<file path="config.mk">
export PLATFORM = sky130hd
export DESIGN_NAME = otp_cipher_engine
export DESIGN_NICKNAME = d
export VERILOG_FILES = /design/src/rtl/otp_pkg.sv /design/src/rtl/otp_cipher_engine_lfsr.sv /design/src/rtl/otp_cipher_engine.sv
export SDC_FILE = /design/constraint.sdc
export NUM_CORES = 1
export LEC_CHECK = 0
export CAP_MARGIN = 20
export CORE_UTILIZATION = 40
export DETAILED_ROUTE_END_ITERATION = 12
export DONT_BUFFER_PORTS = 1
export PLACE_DENSITY = 0.54
export RECOVER_POWER = 50
export SETUP_SLACK_MARGIN = 0.15
export SLEW_MARGIN = 20
export SYNTH_ARGS = -nofsm -noshare
export SYNTH_HDL_FRONTEND = slang
export SYNTH_HIERARCHICAL = 1
export SYNTH_SLANG_ARGS = --single-unit
</file>
<file path="constraint.sdc">
create_clock -name clk -period 7.7 [get_ports clk]
set_input_delay 1.54 -clock clk [delete_from_list [all_inputs] [get_ports clk]]
set_output_delay 1.54 -clock clk [all_outputs]
set_load 0.02 [all_outputs]
</file>
<file path="src/rtl/otp_pkg.sv">
// Shared constants and helpers for the one-time-pad cipher engine.
package otp_pkg;

    localparam logic MODE_ENC = 1'b0;
    localparam logic MODE_DEC = 1'b1;

    // Maximal-length Galois (right-shift) tap masks; 8-bit is x^8+x^6+x^5+x^4+1.
    function automatic logic [31:0] lfsr_taps(input int unsigned width);
        case (width)
            16:      return 32'h0000_B400;
            32:      return 32'h8020_0003;
            default: return 32'h0000_00B8;
        endcase
    endfunction

endpackage

</file>
<file path="src/rtl/otp_cipher_engine_lfsr.sv">
// Galois LFSR pad generator; advances only when step is asserted.
module otp_lfsr
    import otp_pkg::*;
#(
    parameter int unsigned W    = 8,
    parameter logic [W-1:0] SEED = {{(W-1){1'b0}}, 1'b1}
) (
    input  logic         clk,
    input  logic         rst,
    input  logic         step,
    output logic [W-1:0] state
);

    localparam logic [W-1:0] TAPS = W'(lfsr_taps(W));

    logic [W-1:0] state_q;
    logic [W-1:0] state_d;

    always_comb begin
        state_d = state_q;
        if (step) begin
            state_d = (state_q >> 1) ^ (state_q[0] ? TAPS : '0);
        end
    end

    always_ff @(posedge clk or posedge rst) begin
        if (rst) begin
            state_q <= SEED;
        end else begin
            state_q <= state_d;
        end
    end

    assign state = state_q;

endmodule

</file>
<file path="src/rtl/otp_cipher_engine.sv">
// One-time-pad engine: encrypt stores a fresh LFSR pad in a slot, decrypt consumes it once.
module otp_cipher_engine
    import otp_pkg::*;
#(
    parameter int unsigned DATA_W            = 8,
    parameter int unsigned DEPTH             = 8,
    parameter logic [DATA_W-1:0] LFSR_SEED   = {{(DATA_W-1){1'b0}}, 1'b1},
    parameter int unsigned IDX_W             = $clog2(DEPTH)
) (
    input  logic              clk,
    input  logic              rst,
    input  logic              en,
    input  logic              zeroize,
    input  logic              in_valid,
    output logic              in_ready,
    input  logic              in_mode,
    input  logic [DATA_W-1:0] in_data,
    input  logic [IDX_W-1:0]  in_idx,
    output logic              out_valid,
    input  logic              out_ready,
    output logic [DATA_W-1:0] out_data,
    output logic [IDX_W-1:0]  out_idx,
    output logic              out_err,
    output logic [IDX_W:0]    pad_avail
);

    localparam int unsigned CNT_W = IDX_W + 1;

    logic [DATA_W-1:0] mem_q [DEPTH];
    logic [DATA_W-1:0] mem_d [DEPTH];
    logic [DEPTH-1:0]  valid_q, valid_d;
    logic [IDX_W-1:0]  wr_ptr_q, wr_ptr_d;
    logic [CNT_W-1:0]  pad_avail_q, pad_avail_d;
    logic              out_valid_q, out_valid_d;
    logic [DATA_W-1:0] out_data_q, out_data_d;
    logic [IDX_W-1:0]  out_idx_q, out_idx_d;
    logic              out_err_q, out_err_d;

    logic              full_c;
    logic              enc_acc_c;
    logic              dec_acc_c;
    logic [DATA_W-1:0] pad_c;

    // First empty slot after 'from', wrapping; stays at 'from' when none is free.
    function automatic logic [IDX_W-1:0] next_free(input logic [DEPTH-1:0] v,
                                                   input logic [IDX_W-1:0] from);
        logic [IDX_W-1:0] cand;
        logic             found;
        next_free = from;
        found     = 1'b0;
        for (int unsigned i = 1; i < DEPTH; i++) begin
            cand = from + IDX_W'(i);
            if (!found && !v[cand]) begin
                next_free = cand;
                found     = 1'b1;
            end
        end
    endfunction

    assign full_c    = (pad_avail_q == CNT_W'(DEPTH));
    assign in_ready  = en & ~zeroize & (~out_valid_q | out_ready)
                     & ~((in_mode == MODE_ENC) & full_c);
    assign enc_acc_c = in_valid & in_ready & (in_mode == MODE_ENC);
    assign dec_acc_c = in_valid & in_ready & (in_mode == MODE_DEC);

    otp_lfsr #(
        .W    (DATA_W),
        .SEED (LFSR_SEED)
    ) u_lfsr (
        .clk   (clk),
        .rst   (rst),
        .step  (enc_acc_c),
        .state (pad_c)
    );

    always_comb begin
        mem_d       = mem_q;
        valid_d     = valid_q;
        wr_ptr_d    = wr_ptr_q;
        pad_avail_d = pad_avail_q;
        out_valid_d = out_valid_q;
        out_data_d  = out_data_q;
        out_idx_d   = out_idx_q;
        out_err_d   = out_err_q;

        if (out_valid_q && out_ready) begin
            out_valid_d = 1'b0;
        end

        if (zeroize) begin
            for (int unsigned i = 0; i < DEPTH; i++) begin
                mem_d[i] = '0;
            end
            valid_d     = '0;
            wr_ptr_d    = '0;
            pad_avail_d = '0;
        end else if (enc_acc_c) begin
            mem_d[wr_ptr_q]   = pad_c;
            valid_d[wr_ptr_q] = 1'b1;
            pad_avail_d       = pad_avail_q + CNT_W'(1);
            wr_ptr_d          = next_free(valid_d, wr_ptr_q);
            out_valid_d       = 1'b1;
            out_data_d        = in_data ^ pad_c;
            out_idx_d         = wr_ptr_q;
            out_err_d         = 1'b0;
        end else if (dec_acc_c) begin
            out_valid_d = 1'b1;
            out_idx_d   = in_idx;
            if (valid_q[in_idx]) begin
                out_data_d      = mem_q[in_idx] ^ in_data;
                out_err_d       = 1'b0;
                valid_d[in_idx] = 1'b0;
                mem_d[in_idx]   = '0;
                pad_avail_d     = pad_avail_q - CNT_W'(1);
                // A full store left wr_ptr parked; the freed slot is now the only hole.
                if (full_c) begin
                    wr_ptr_d = in_idx;
                end
            end else begin
                out_data_d = '0;
                out_err_d  = 1'b1;
            end
        end
    end

    always_ff @(posedge clk or posedge rst) begin
        if (rst) begin
            for (int unsigned i = 0; i < DEPTH; i++) begin
                mem_q[i] <= '0;
            end
            valid_q     <= '0;
            wr_ptr_q    <= '0;
            pad_avail_q <= '0;
            out_valid_q <= 1'b0;
            out_data_q  <= '0;
            out_idx_q   <= '0;
            out_err_q   <= 1'b0;
        end else begin
            mem_q       <= mem_d;
            valid_q     <= valid_d;
            wr_ptr_q    <= wr_ptr_d;
            pad_avail_q <= pad_avail_d;
            out_valid_q <= out_valid_d;
            out_data_q  <= out_data_d;
            out_idx_q   <= out_idx_d;
            out_err_q   <= out_err_d;
        end
    end

    assign out_valid = out_valid_q;
    assign out_data  = out_data_q;
    assign out_idx   = out_idx_q;
    assign out_err   = out_err_q;
    assign pad_avail = pad_avail_q;

endmodule

</file>
# Word-level counts from Yosys, hierarchy flattened

Cells that the tools add are included.

Register bits after elaboration: 100
Bits in latches: 0
RAM bits: 0
Memory bits (read-only): 0
Input bits: 18
Output and inout bits: 18
Word-level logic and storage cells: 177
Memories kept: 0

Add/sub/neg operators: 9
Multipliers: 0
Div/mod/pow operators: 0
Order comparisons: 15
Eq/ne operators: 2
Shift operators: 0
Multiplexer cells: 83
Bitwise logic cells: 22
Reduce and logical (&&, ||, !) cells: 30

Operator list:

| cell                                                        | number |
|---|---|
| two-way mux 64 bit                                          | 4 |
| two-way mux 8 bit                                           | 12 |
| AND 64 bit                                                  | 1 |
| bitwise mux 64 bit                                          | 1 |
| NOT 64 bit                                                  | 1 |
| demux 8 bit (select 3 bit)                                  | 2 |
| two-way mux 3 bit                                           | 14 |
| less-than comparator 3 x 4 -> 1 bit (second input constant) | 9 |
| two-way mux 1 bit                                           | 35 |
| binary-select mux 1 bit (select 3 bit)                      | 8 |
| binary-select mux 8 bit (select 3 bit)                      | 1 |
| two-way mux 4 bit                                           | 4 |
| XOR 8 bit                                                   | 2 |
| adder 3 bit (second input constant)                         | 4 |
| zero test 1 bit                                             | 12 |
| logical AND 1 bit                                           | 11 |
| inequality test 9 x 3 -> 1 bit (second input constant)      | 1 |
| nonzero test 3 bit                                          | 3 |
| AND 8 bit                                                   | 1 |
| >= comparator 4 bit (second input constant)                 | 2 |
| less-than comparator 4 x 1 -> 1 bit (second input constant) | 2 |
| NOT 3 -> 4 bit                                              | 2 |
| NOT 8 bit                                                   | 1 |
| OR 8 bit                                                    | 1 |
| other kinds (14)                                            | 27 |

# Longest topological paths before layout

Depth after elaboration: 40
Gate-level depth with buffers: 12
Gate-level depth less buffers: 10

# By module

The synthesis kept the hierarchy.

By module, submodules not included:

| module            | instances | cells each | area each (um^2) | seq. area each (um^2) |
|---|---|---|---|---|
| otp_cipher_engine | 1         | 500        | 5196.2           | 2302.2 |
| otp_lfsr          | 1         | 24         | 321.6            | 201.4 |

# Least setup slack after synthesis

Ideal clock, no wire load.

Kind: in2out
Start point: input port in_mode
End point: output port in_ready
Data arrival time: 2125 ps
Required time: 6160 ps
Path slack: 4035 ps
Stages on the path: 2
Path buffers: 1
Cells stage by stage: clkbuf_1 -> o2111a_1

Word-level cells in the longest chain between the ends: 4

Ends and longest elaborated chain:

| item            | RTL line                | text |
|---|---|---|
| start, declared | otp_cipher_engine.sv:16 | `input logic in_mode,` |
| NOT 1 bit       | otp_cipher_engine.sv:62 | `& ~((in_mode == MODE_ENC) & full_c);` |
| AND 1 bit       | otp_cipher_engine.sv:62 |  |
| NOT 1 bit       | otp_cipher_engine.sv:62 |  |
| AND 1 bit       | otp_cipher_engine.sv:62 |  |
| end, declared   | otp_cipher_engine.sv:15 | `output logic in_ready,` |

Every way passes these cells.

==> key figures <==
Outcome
  – Outcome: finished with violations
  – Failing checks: capacitance limit, slew limit

Worst setup path
  – Slowest stage delay, CP: 1.70 ns
  – Arr. time, crit path: 5.16 ns
  – Critical-path cell list: clkinvlp_2, clkbuf_1, clkbuf_1
  – Top delay family on crit path: buffers and inverters
  – Slowest cell on the critical path: clkbuf_1
  – CP Max Fanout: 42
  – Critical setup path kind: in2async
  – CP endpoint kind: async pin
  – Crit path top cell by count: clkbuf_1
  – Worst setup SP type: primary input
  – Buf/Inv on CP: 3
  – CP Data Required Time: 7.69 ns

Detailed routing
  – Drt via density: 6.17
  – DRC viols: 0
  – DR WL/cell: 22.8 microns
  – Final ANT Viol Nets: 0
  – Total wire length: 15700 microns
  – Pre-Repair DR Iteration Count: 5
  – Routed vias: 4255
  – Iter 0 DRT Violations: 348

Synth
  – Yosys cell types: 61
  – Commonest cells post-synth: 99 x dfrtp_1, 73 x a22o_1, 54 x nand2_1, 30 x a21oi_1, 25 x o21ai_0
  – Yosys top cell area share: 44.9%
  – Syn Std Cell Area: 5520 sq um
  – EDFF count, synth: 0
  – Syn avg cell area: 10.5 sq um
  – Synth async-reset ratio: 100%
  – Syn. warnings: 6
  – Top cells by area, synth: dfrtp_1 45%, a22o_1 12%, nand2_1 3.7%
  – Yosys top cell by area: dfrtp_1
  – Main flop type after synthesis: dfrtp_1
  – Syn nets: 551
  – Sequential area share after synthesis: 45.4%
  – Most common cell in the netlist: dfrtp_1
  – Cell count after synthesis: 524
  – #FFs+latches synth: 100

Die
  – Core Area: 13300 sq um
  – Row count: 42
  – Io pins: 36
  – Die extent in x: 119 microns
  – Chip Height: 119 microns
  – Initial Util: 41.3%
  – Die area: 14300 sq um

Pwr
  – Total power: 1.40 mW
  – Leak Pwr: 2.74 nW
  – PD cells: 237 nW/um^2
  – Max IR drop VDD: 0.178 mV

STA
  – Clk_skew: 0.00568 ns
  – Period utilization: 67.1%
  – Min cycle time layout: 5.17 ns
  – FMAX: 194 MHz
  – Fin Hold WS: 0.500 ns
  – Setup Viol. Count Final: 0
  – Final worst slack: 2.53 ns
  – Hold Vio Cnt, Final: 0
  – Slew HR: -49.8%
  – Worst slew pin tran: 2.25 ns
  – Slew Limit Fails: 80
  – TNS Setup: 0 ns
  – RSZ-0062 raised after global routing: no

Clocking
  – TritonCTS clock tree: done
  – Clock transition at path regs: 0.06 ns
  – H-Tree Depth: 3
  – Setup bufs post-CTS: 0
  – CTS Buffer Depth: 2
  – Root Buffer: clkbuf_16
  – Clock insertion delay at the later pin of the skew report: 0.34 ns
  – Clk sink count: 100
  – Post_cts resized: 0
  – CTS buffer count: 9
  – Hold_buf cts: 0

Finish
  – Fillers: 1298
  – Fin util: 44.3%
  – Ant. Diodes: 0
  – Net count, final: 536
  – Layout cells sized above 1: 10.5%
  – Multi-input gate area: 2780 sq um
  – Register area: 2500 sq um
  – Area grow syn2layout: 7.12%
  – Fin cells: 690
  – Final design area excluding fillers: 5910 sq um

Flow run
  – Maximum Capacitance Violations: 2

Placed design
  – Post-DP HPWL: 10900 microns
  – Pre-CTS setup slack: 3.07 ns
  – Post-DP Area: 5610 sq um
  – I/O Buffers: 0
  – Placed insts: 673
  – Final RePlAce weighted congestion: 0.871

GRT
  – Pin count of the biggest net entering global routing: 78
  – Global-route wire length before repair: 25100 microns
  – Remaining Overflow, GRT: 0
  – GRT Resource Usage Total: 23.2%
  – Vias in the first global route: 4181
  – Initial antenna violation count: 0

Min path
  – Hold WC Path Type: reg2reg
## path summary, 6_finish.rpt
check	from	end	slack [ns]	cells after the start
worst max-delay path	rst	valid_q[5]	2.53	3
worst min-delay path	mem_q[48]	mem_q[48]	0.50	1
worst max register to register	wr_ptr_q[0]	wr_ptr_q[1]	3.55	9
worst min register to register	mem_q[48]	mem_q[48]	0.50	1
max in group clk	zeroize	mem_q[46]	3.36	8
min in group asynchronous	rst	u_lfsr/state[2]	1.02	1
## cell usage in the layout, fill, tap and decap left out, drive strengths merged, types with 13 or more instances in the layout
cell type	netlist	routed
dfrtp	99	99
o21ai	33	33
a22o	73	73
a21oi	30	30
mux2	13	13
nor2	22	22
a22oi	14	14
nand2	54	54
clkbuf	29	17
## routing by layer
| metal | global-route usage [%] | part of all wire (%) | vias up |
|---|---|---|---|
| li1 | - | - | 1978 |
| met1 | 32.1 | 45 | 2166 |
| met2 | 37.4 | 49 | 91 |
| met3 | 2.35 | 3.4 | 20 |
| met4 | 9.14 | 2.5 | 0 |
| met5 | 0 | 0 | - |
## where the power goes
part	switching, mW	internal (mW)
Sequential	0.138	0.573
Clock	0.192	0.271
Combinational	0.123	0.105
Total	0.453	0.948
## state kept, by name (all words and copies together), names as in the netlist
| signal | flops |
|---|---|
| out_data | 8 |
| out_err | 1 |
| mem_q | 64 |
| pad_avail | 4 |
| wr_ptr_q | 3 |
| out_idx | 3 |
| valid_q | 8 |
| u_lfsr/state | 8 |
| out_valid | 1 |
## worst reg2reg max path: cells and delay by family (launching register included)
family,cells,cell delay [ns]
compound gates,2,0.51
fa+ha+maj,1,0.76
buf+inv,2,0.45
flops,1,0.89
mux,3,1.33
simple gates,1,0.10
## kinds of logic after synthesis
kind of cell	Yosys count	synth area share, %
DFF	100	45.4
xor gates and xnor gates	8	1.27
adders and majority gates	9	2.18
buffers and inverters	47	4.26
and+or+nand+nor	122	10.9
AOI/OAI and AO/OA	205	27.6
muxes	33	8.39
## layout make-up
class                      instances  area share (%)
timing repair buffer               9            1.02
tap                              176            3.73
inverter                          12           0.783
clock buffer                      15            4.53
clock inverter                     1           0.508
sequential                       100            42.4
multi-input combinational        377            47.1
Note: power is estimated with default switching activity, not from simulation.
